==> config.mk <==
export PLATFORM = sky130hd
export DESIGN_NAME = key_event_ctrl
export DESIGN_NICKNAME = d
export VERILOG_FILES = /design/src/rtl/key_event_ctrl.sv
export SDC_FILE = /design/constraint.sdc
export NUM_CORES = 1
export LEC_CHECK = 0
export ABC_AREA = 1
export BUFFER_PORTS_ARGS = -buffer_cell sky130_fd_sc_hd__buf_2
export CORE_MARGIN = 2
export CORE_UTILIZATION = 30
export CTS_BUF_LIST = sky130_fd_sc_hd__clkbuf_8
export CTS_CLUSTER_DIAMETER = 150
export CTS_CLUSTER_SIZE = 24
export DETAILED_ROUTE_END_ITERATION = 10
export PLACE_DENSITY_LB_ADDON = 0.15
export SLEW_MARGIN = 10
export SYNTH_ARGS = -nofsm -noshare
export SYNTH_HDL_FRONTEND = slang
export SYNTH_SLANG_ARGS = --single-unit
==> constraint.sdc <==
create_clock -name CLK1K -period 3.4 [get_ports CLK1K]
set_input_delay 0.51 -clock CLK1K [delete_from_list [all_inputs] [get_ports CLK1K]]
set_output_delay 0.51 -clock CLK1K [all_outputs]
set_load 0.03 [all_outputs]
==> src/rtl/key_event_ctrl.sv <==
// Key event controller: arbitrates debounced keys (lowest index wins), times the held key,
// and hands SHORT/LONG/REPEAT events to the game FSM through a valid/ready holding register.
`timescale 1ns/1ps
module key_event_ctrl #(
    parameter int NKEY       = 4,
    parameter int LONG_MS    = 1000,
    parameter int REPEAT_MS  = 200,
    parameter int ACTIVE_LOW = 1
) (
    input  logic            CLK1K,
    input  logic            RSTN,
    input  logic [NKEY-1:0] KEY_DB,
    input  logic            EVT_READY,
    output logic            EVT_VALID,
    output logic [2:0]      EVT_KEY,
    output logic [1:0]      EVT_TYPE,
    output logic            BUSY,
    output logic            DROP,
    output logic [1:0]      STATE_DBG
);

    // Handshake: an event transfers in every cycle where EVT_VALID=1 and EVT_READY=1;
    // EVT_KEY/EVT_TYPE hold steady while EVT_VALID=1 and EVT_READY=0.

    typedef enum logic [1:0] {
        S_IDLE = 2'd0,
        S_HELD = 2'd1,
        S_RPT  = 2'd2
    } state_t;

    localparam logic [1:0]      T_SHORT  = 2'd0;
    localparam logic [1:0]      T_LONG   = 2'd1;
    localparam logic [1:0]      T_REPEAT = 2'd2;
    localparam logic [NKEY-1:0] REL_LVL  = (ACTIVE_LOW != 0) ? {NKEY{1'b1}} : {NKEY{1'b0}};
    localparam logic [15:0]     LONG_TOP = 16'(LONG_MS - 1);
    localparam logic [15:0]     RPT_TOP  = 16'(REPEAT_MS - 1);

    state_t          state, state_n;
    logic [15:0]     timer, timer_n;
    logic [2:0]      cur, cur_n;
    logic [NKEY-1:0] key_prev;
    logic            armed;
    logic [NKEY-1:0] pressed, pressed_prev, press_edge;
    logic [2:0]      edge_idx;
    logic            cur_held;
    logic            emit;
    logic [1:0]      emit_type;

    assign pressed      = KEY_DB ^ REL_LVL;
    assign pressed_prev = key_prev ^ REL_LVL;
    // Keys already held when reset is released must not look like fresh presses.
    assign press_edge   = armed ? (pressed & ~pressed_prev) : '0;

    always_ff @(posedge CLK1K or negedge RSTN) begin
        if (!RSTN) begin
            key_prev <= REL_LVL;
            armed    <= 1'b0;
        end else begin
            key_prev <= KEY_DB;
            armed    <= 1'b1;
        end
    end

    always_comb begin
        edge_idx = 3'd0;
        for (int i = NKEY - 1; i >= 0; i--) begin
            if (press_edge[i]) edge_idx = 3'(i);
        end
    end

    // Release is judged on the registered level, one cycle behind KEY_DB.
    always_comb begin
        cur_held = 1'b0;
        for (int i = 0; i < NKEY; i++) begin
            if (3'(i) == cur) cur_held = pressed_prev[i];
        end
    end

    always_ff @(posedge CLK1K or negedge RSTN) begin
        if (!RSTN) begin
            state <= S_IDLE;
            timer <= 16'd0;
            cur   <= 3'd0;
        end else begin
            state <= state_n;
            timer <= timer_n;
            cur   <= cur_n;
        end
    end

    always_comb begin
        state_n   = state;
        timer_n   = timer;
        cur_n     = cur;
        emit      = 1'b0;
        emit_type = T_SHORT;
        case (state)
            S_IDLE: begin
                if (|press_edge) begin
                    cur_n   = edge_idx;
                    timer_n = 16'd0;
                    state_n = S_HELD;
                end
            end
            S_HELD: begin
                if (!cur_held) begin
                    emit      = 1'b1;
                    emit_type = T_SHORT;
                    timer_n   = 16'd0;
                    state_n   = S_IDLE;
                end else if (timer == LONG_TOP) begin
                    emit      = 1'b1;
                    emit_type = T_LONG;
                    timer_n   = 16'd0;
                    state_n   = S_RPT;
                end else begin
                    timer_n = timer + 16'd1;
                end
            end
            S_RPT: begin
                if (!cur_held) begin
                    timer_n = 16'd0;
                    state_n = S_IDLE;
                end else if (timer == RPT_TOP) begin
                    emit      = 1'b1;
                    emit_type = T_REPEAT;
                    timer_n   = 16'd0;
                end else begin
                    timer_n = timer + 16'd1;
                end
            end
            default: begin
                timer_n = 16'd0;
                state_n = S_IDLE;
            end
        endcase
    end

    // Holding register: a new event may replace one being accepted in the same cycle.
    always_ff @(posedge CLK1K or negedge RSTN) begin
        if (!RSTN) begin
            EVT_VALID <= 1'b0;
            EVT_KEY   <= 3'd0;
            EVT_TYPE  <= T_SHORT;
            DROP      <= 1'b0;
        end else begin
            DROP <= emit && EVT_VALID && !EVT_READY;
            if (emit && (!EVT_VALID || EVT_READY)) begin
                EVT_VALID <= 1'b1;
                EVT_KEY   <= cur;
                EVT_TYPE  <= emit_type;
            end else if (EVT_VALID && EVT_READY) begin
                EVT_VALID <= 1'b0;
            end
        end
    end

    assign BUSY      = (state != S_IDLE);
    assign STATE_DBG = state;

endmodule

Word level (Yosys, flattened, before mapping) --
Index checks and enable logic that the tools add are counted.
Storage, ports and cells: flip-flop bits (word level) 33, output and inout bits 10
Cells by class: reduce and logical (&&, ||, !) cells 14, equal/unequal tests 10, add/sub/neg operators 1, mux-type cells 32, bitwise operators 4
Operators by type and width (number):
- 16-bit 2-to-1 mux | 5
- 16-bit one-hot mux with 3 select lines | 1
- 16-bit by 1-bit adder with 16-bit output, second input constant | 1
- 16-bit by 10-bit == test with 1-bit output, second input constant | 1
- 16-bit by 8-bit == test with 1-bit output, second input constant | 1
- 2-bit 2-to-1 mux | 7
- 1-bit 2-to-1 mux | 12
- 4-bit inverter | 3
- 3-bit 2-to-1 mux | 3
- 2-bit by 3-bit == test with 1-bit output, first input constant | 2
- 2-bit one-hot mux with 3 select lines | 1
- 4-bit bitwise AND | 1
- 1-bit logical AND | 4
- 4-bit 2-to-1 mux | 1
- 2-bit inequality test, second input constant | 2
- 2-bit one-hot mux with 2 select lines | 1
- 2-bit nonzero test | 2
- 4-bit OR reduction | 1
- 1-bit by 3-bit == test with 1-bit output, first input constant | 1
- 3-bit logical NOT | 1
- 3-bit inequality test, second input constant | 1
- 3-bit AND reduction | 1
- 2-bit by 1-bit == test with 1-bit output, second input constant | 1
- 2-bit == test, second input constant | 1
- 5 further kinds | 6

Depth between registers and ports, before layout --
depth in word-level cells 9, depth in mapped cells 11, gate-level depth less buffers 11

Worst setup path before layout --
Ideal clock, no wire load.
path type flip-flop to output port, start point reg state[0] (netlist: STATE_DBG[0]), end point out BUSY, arrival 1131 ps, cell stages (with the launch flop) 4, path slack 1759 ps, cells stage by stage dfrtp_1 > inv_1 > ha_1 > inv_1
On the way: word-level cells in the longest chain between the ends 1
Ends and longest elaborated chain:
- start, declared | RTL line 38 | state_t state, state_n;
- start signal, assigned | RTL line 85 | state <= state_n;
- 2-bit nonzero test | RTL line 158 | assign BUSY = (state != S_IDLE);
- end, declared | RTL line 17 | output logic BUSY,
Every way passes these cells.

Worst setup path in the final report --
Same ends and word-level chain as after synthesis.

==> impl_results.rst <==
.. list-table::
   :header-rows: 1

   * - Metric
     - Value
   * - Number of enable-type register cells in the synthesized netlist
     - 0
   * - RD Place Congestion
     - 0.8285
   * - Post-synth cell types
     - 28
   * - Global routing usage summed across all routing layers
     - 13.90%
   * - Synthesis Warnings
     - 0
   * - Post-synthesis cell type with the largest combined area
     - dfrtp_1
   * - Clock-pin slew reported for the worst setup and hold paths after clock tree synthesis
     - 0.07 ns
   * - Top-level port count
     - 17
   * - Final Hold Slack
     - 0.2811 ns
   * - Number of DRC violations after detailed-routing iteration 0
     - 92
   * - Max Fclk
     - 535.4 MHz
   * - Number of buffers added by the clock tree synthesis step
     - 5
   * - Number of design rule violations left after detail routing
     - 0
   * - Worst setup path start
     - STATE_DBG[0]
   * - Headroom to the max-slew limit
     - 51.64%
   * - Number of inserted diodes
     - 0
   * - Max FO, Critical Path
     - 5
   * - Time the final worst path needs with I/O delays and setup
     - 1.868 ns
   * - Worst setup EP type
     - output port
   * - Combined flip-flop and latch cell area
     - 780.7 µm²
   * - Pin count of the biggest net entering global routing
     - 32
   * - Routed wire per std cell
     - 12.10 µm
   * - Chain of cells forming the critical path
     - inv_1, ha_1, inv_1, buf_2
   * - Final-report setup violation count
     - 0
   * - Final-stage net count
     - 302
   * - Remaining antenna violation count after routing
     - 0
   * - Latest clock arrival within the worst-skew pair
     - 0.29 ns
   * - CTS tree
     - yes
   * - Top cells by area in the synthesized netlist
     - dfrtp_1 35%, nand2_1 15%, nand3_1 8.0%, inv_1 7.2%, nor2_1 6.0%
   * - Unrepaired setup endpoints after global routing
     - no
   * - Part of the Yosys area used for sequential elements
     - 40.26%
   * - Synth top area share
     - 34.84%
   * - Fraction of layout instances using a drive strength above 1
     - 17.47%
   * - Global-route wire length before repair
     - 7831 µm
   * - Data required time at the worst endpoint
     - 2.89 ns
   * - Result of the run
     - finished, final reports clean
   * - VDD IR-drop max
     - 254.9 µV
   * - Synthesized flop and latch total
     - 31
   * - Count of port buffers added during placement
     - 15
   * - Detailed Routing Iterations Pass 1
     - 4
   * - Most common flop cell mapped by yosys
     - dfrtp_1
   * - Hold buffers post-CTS
     - 0
   * - Routed vias/inst
     - 4.509
   * - Number of buffers and inverters on the critical path
     - 3
   * - Tightest Pin Transition
     - 0.7253 ns
   * - Placeable Area
     - 0.006314 mm²
   * - Fill count
     - 712
   * - Fraction of registers with async set/reset
     - 100.0%
   * - Post-layout power
     - 1.242 mW
   * - Maximum capacitance violations
     - 0
   * - Maximum buffer depth of the clock tree
     - 2
   * - Count of vias placed by the detailed router
     - 1,664
   * - Hold Vio Cnt, Final
     - 0
   * - Overall die area
     - 0.007123 mm²
   * - Average footprint of a synthesized cell
     - 7.156 µm²
   * - CTS HTree Levels
     - 2
   * - Critical Path Slowest Stage Cell
     - dfrtp_1
   * - Final-layout setup total negative slack
     - 0 ns
   * - Vias in the first global route
     - 1,611
   * - Y dimension of the die
     - 84.40 µm
   * - Post-synthesis instance area
     - 0.001939 mm²
   * - Number of antenna violations at the first check in global routing
     - 0
   * - Layout Skew
     - 0.005028 ns
   * - Total number of placement rows
     - 29
   * - Period Utilization, post-route
     - 54.93%
   * - Count of final max-slew check failures
     - 0
   * - Final WL
     - 4464 µm
   * - Kind of cell adding the most delay to the critical path
     - buffers and inverters
   * - Clock tree sinks
     - 31
   * - Type of origin of the critical path
     - register
   * - Initial core utilization
     - 30.72%
   * - Synthesized netlist cell count
     - 271
   * - Remaining global-route overflow
     - 0
   * - Most used cell, CP
     - inv_1
   * - Arrival time of the worst setup path
     - 1.36 ns
   * - Worst reg2reg path startpoint
     - timer[0]
   * - Post-Syn Nets
     - 282
   * - CP max stage delay
     - 0.40 ns
   * - FF-to-FF setup slack
     - 1.75 ns
   * - Path category of the worst min-delay check
     - primary input to async pin
   * - Reported leakage power
     - 1.134 nW
   * - Resized cells post-CTS
     - 0
   * - Power per Cell Area
     - 567.0 mW/mm²
   * - Die outline width
     - 84.40 µm
   * - Half-perimeter wire length after placement
     - 3341 µm
   * - Area growth syn-to-layout
     - 12.90%
   * - Post-CTS Setup Repair Bufs
     - 0
   * - CP Class
     - register to output port
   * - Buffer type at the clock tree root
     - clkbuf_8
   * - Utilization of the core after routing
     - 34.68%
   * - Footprint of the multi-input gates
     - 980.9 µm²
[power by group]
part	internal [mW]	switching (mW)	leakage [nW]	total [mW]
Sequential	0.417	0.0464	0.409	0.464
Clock	0.160	0.146	0.0524	0.307
Combinational	0.132	0.339	0.672	0.471
Total	0.709	0.532	1.13	1.24
[logic make-up (layout without fill, tap and decap cells)]
group,after synthesis,in the layout,share of synthesized area (%)
AOI/OAI and AO/OA,14,14,3.935
xor gates and xnor gates,3,3,1.355
adders and majority gates,4,4,2.581
buffers and inverters,46,67,9.161
DFF,31,31,40.26
other,2,2,0.3872
and+or+nand+nor,171,171,42.32
[cell usage after synthesis (all sizes together), types with 3 or more instances]
| library cell | number |
|---|---|
| dfrtp | 27 |
| nand4 | 6 |
| nor2 | 37 |
| xor2 | 3 |
| inv | 43 |
| o21ai | 9 |
| nor3 | 4 |
| nand3 | 37 |
| nand2 | 85 |
| a21oi | 3 |
| ha | 4 |
| dfstp | 4 |
[flip-flops by register name, indices dropped and copies added, names as in the netlist]
signal     count
EVT_VALID      1
STATE_DBG      2
key_prev       4
armed          1
EVT_KEY        2
timer         16
cur            2
EVT_TYPE       2
DROP           1
[routing by layer]
layer  up-vias  track usage [%]  part of all wire (%)
met5         -                0                     0
met4         0            3.463                   1.1
met3         4            3.933                   3.5
met2        22            21.21                    44
met1       751            19.53                    51
li1        887                -                     -
[layout make-up]
class	instances	area share, %
multi-input cells	194	44.80
well taps	77	4.400
flip-flops and latches	31	35.66
clock buffers	6	3.771
repair buffers	15	3.429
clock inverters	2	0.4000
inverters	44	7.543
[cells in the final DEF (no fill, tap or decap), types with 2 or more instances in the layout]
cell,synthesis,layout
dfrtp_1,27,27
nand3b_1,2,2
nor3_1,3,3
nand2_4,2,2
o21ai_0,5,5
a21oi_1,3,3
nand2_1,79,79
nand2_2,4,4
inv_2,6,6
o21ai_1,4,4
nand4_1,6,6
clkbuf_8,0,6
conb_1,2,2
nor2_1,31,31
nand3_4,2,2
xor2_1,3,3
nor2_2,3,3
buf_2,1,15
nand3_1,31,31
ha_1,4,4
dfstp_2,4,4
nor2_4,3,3
inv_1,37,38
nand3_2,4,4
[through the flow]
stage          instances  setup WS (ns)  area [µm²]
5_1_grt              369          1.408        2190
3_5_place_dp         361          1.642        2098
3_3_place_gp         361          1.650        2098
4_1_cts              369          1.509        2190
6_report             369          1.532        2190
2_1_floorplan        271          1.759        1939
[worst register-to-register path: cells and delay by family, from the launching register on]
family,cells,cell delay [ns]
AND/OR/NAND/NOR,9,0.87
adder cells (fa/ha/maj),1,0.27
flip-flops,1,0.40
[worst paths after layout]
path / end / cells past startpoint
hold reg to reg: EVT_TYPE[0] / 2
setup reg to reg: EVT_TYPE[1] / 10
min in group CLK1K: key_prev[3] / 1
setup / recovery: BUSY / 4
max in group asynchronous: timer[4] / 1
hold / removal: timer[0] / 1
Power figures use the tool's default switching activity.
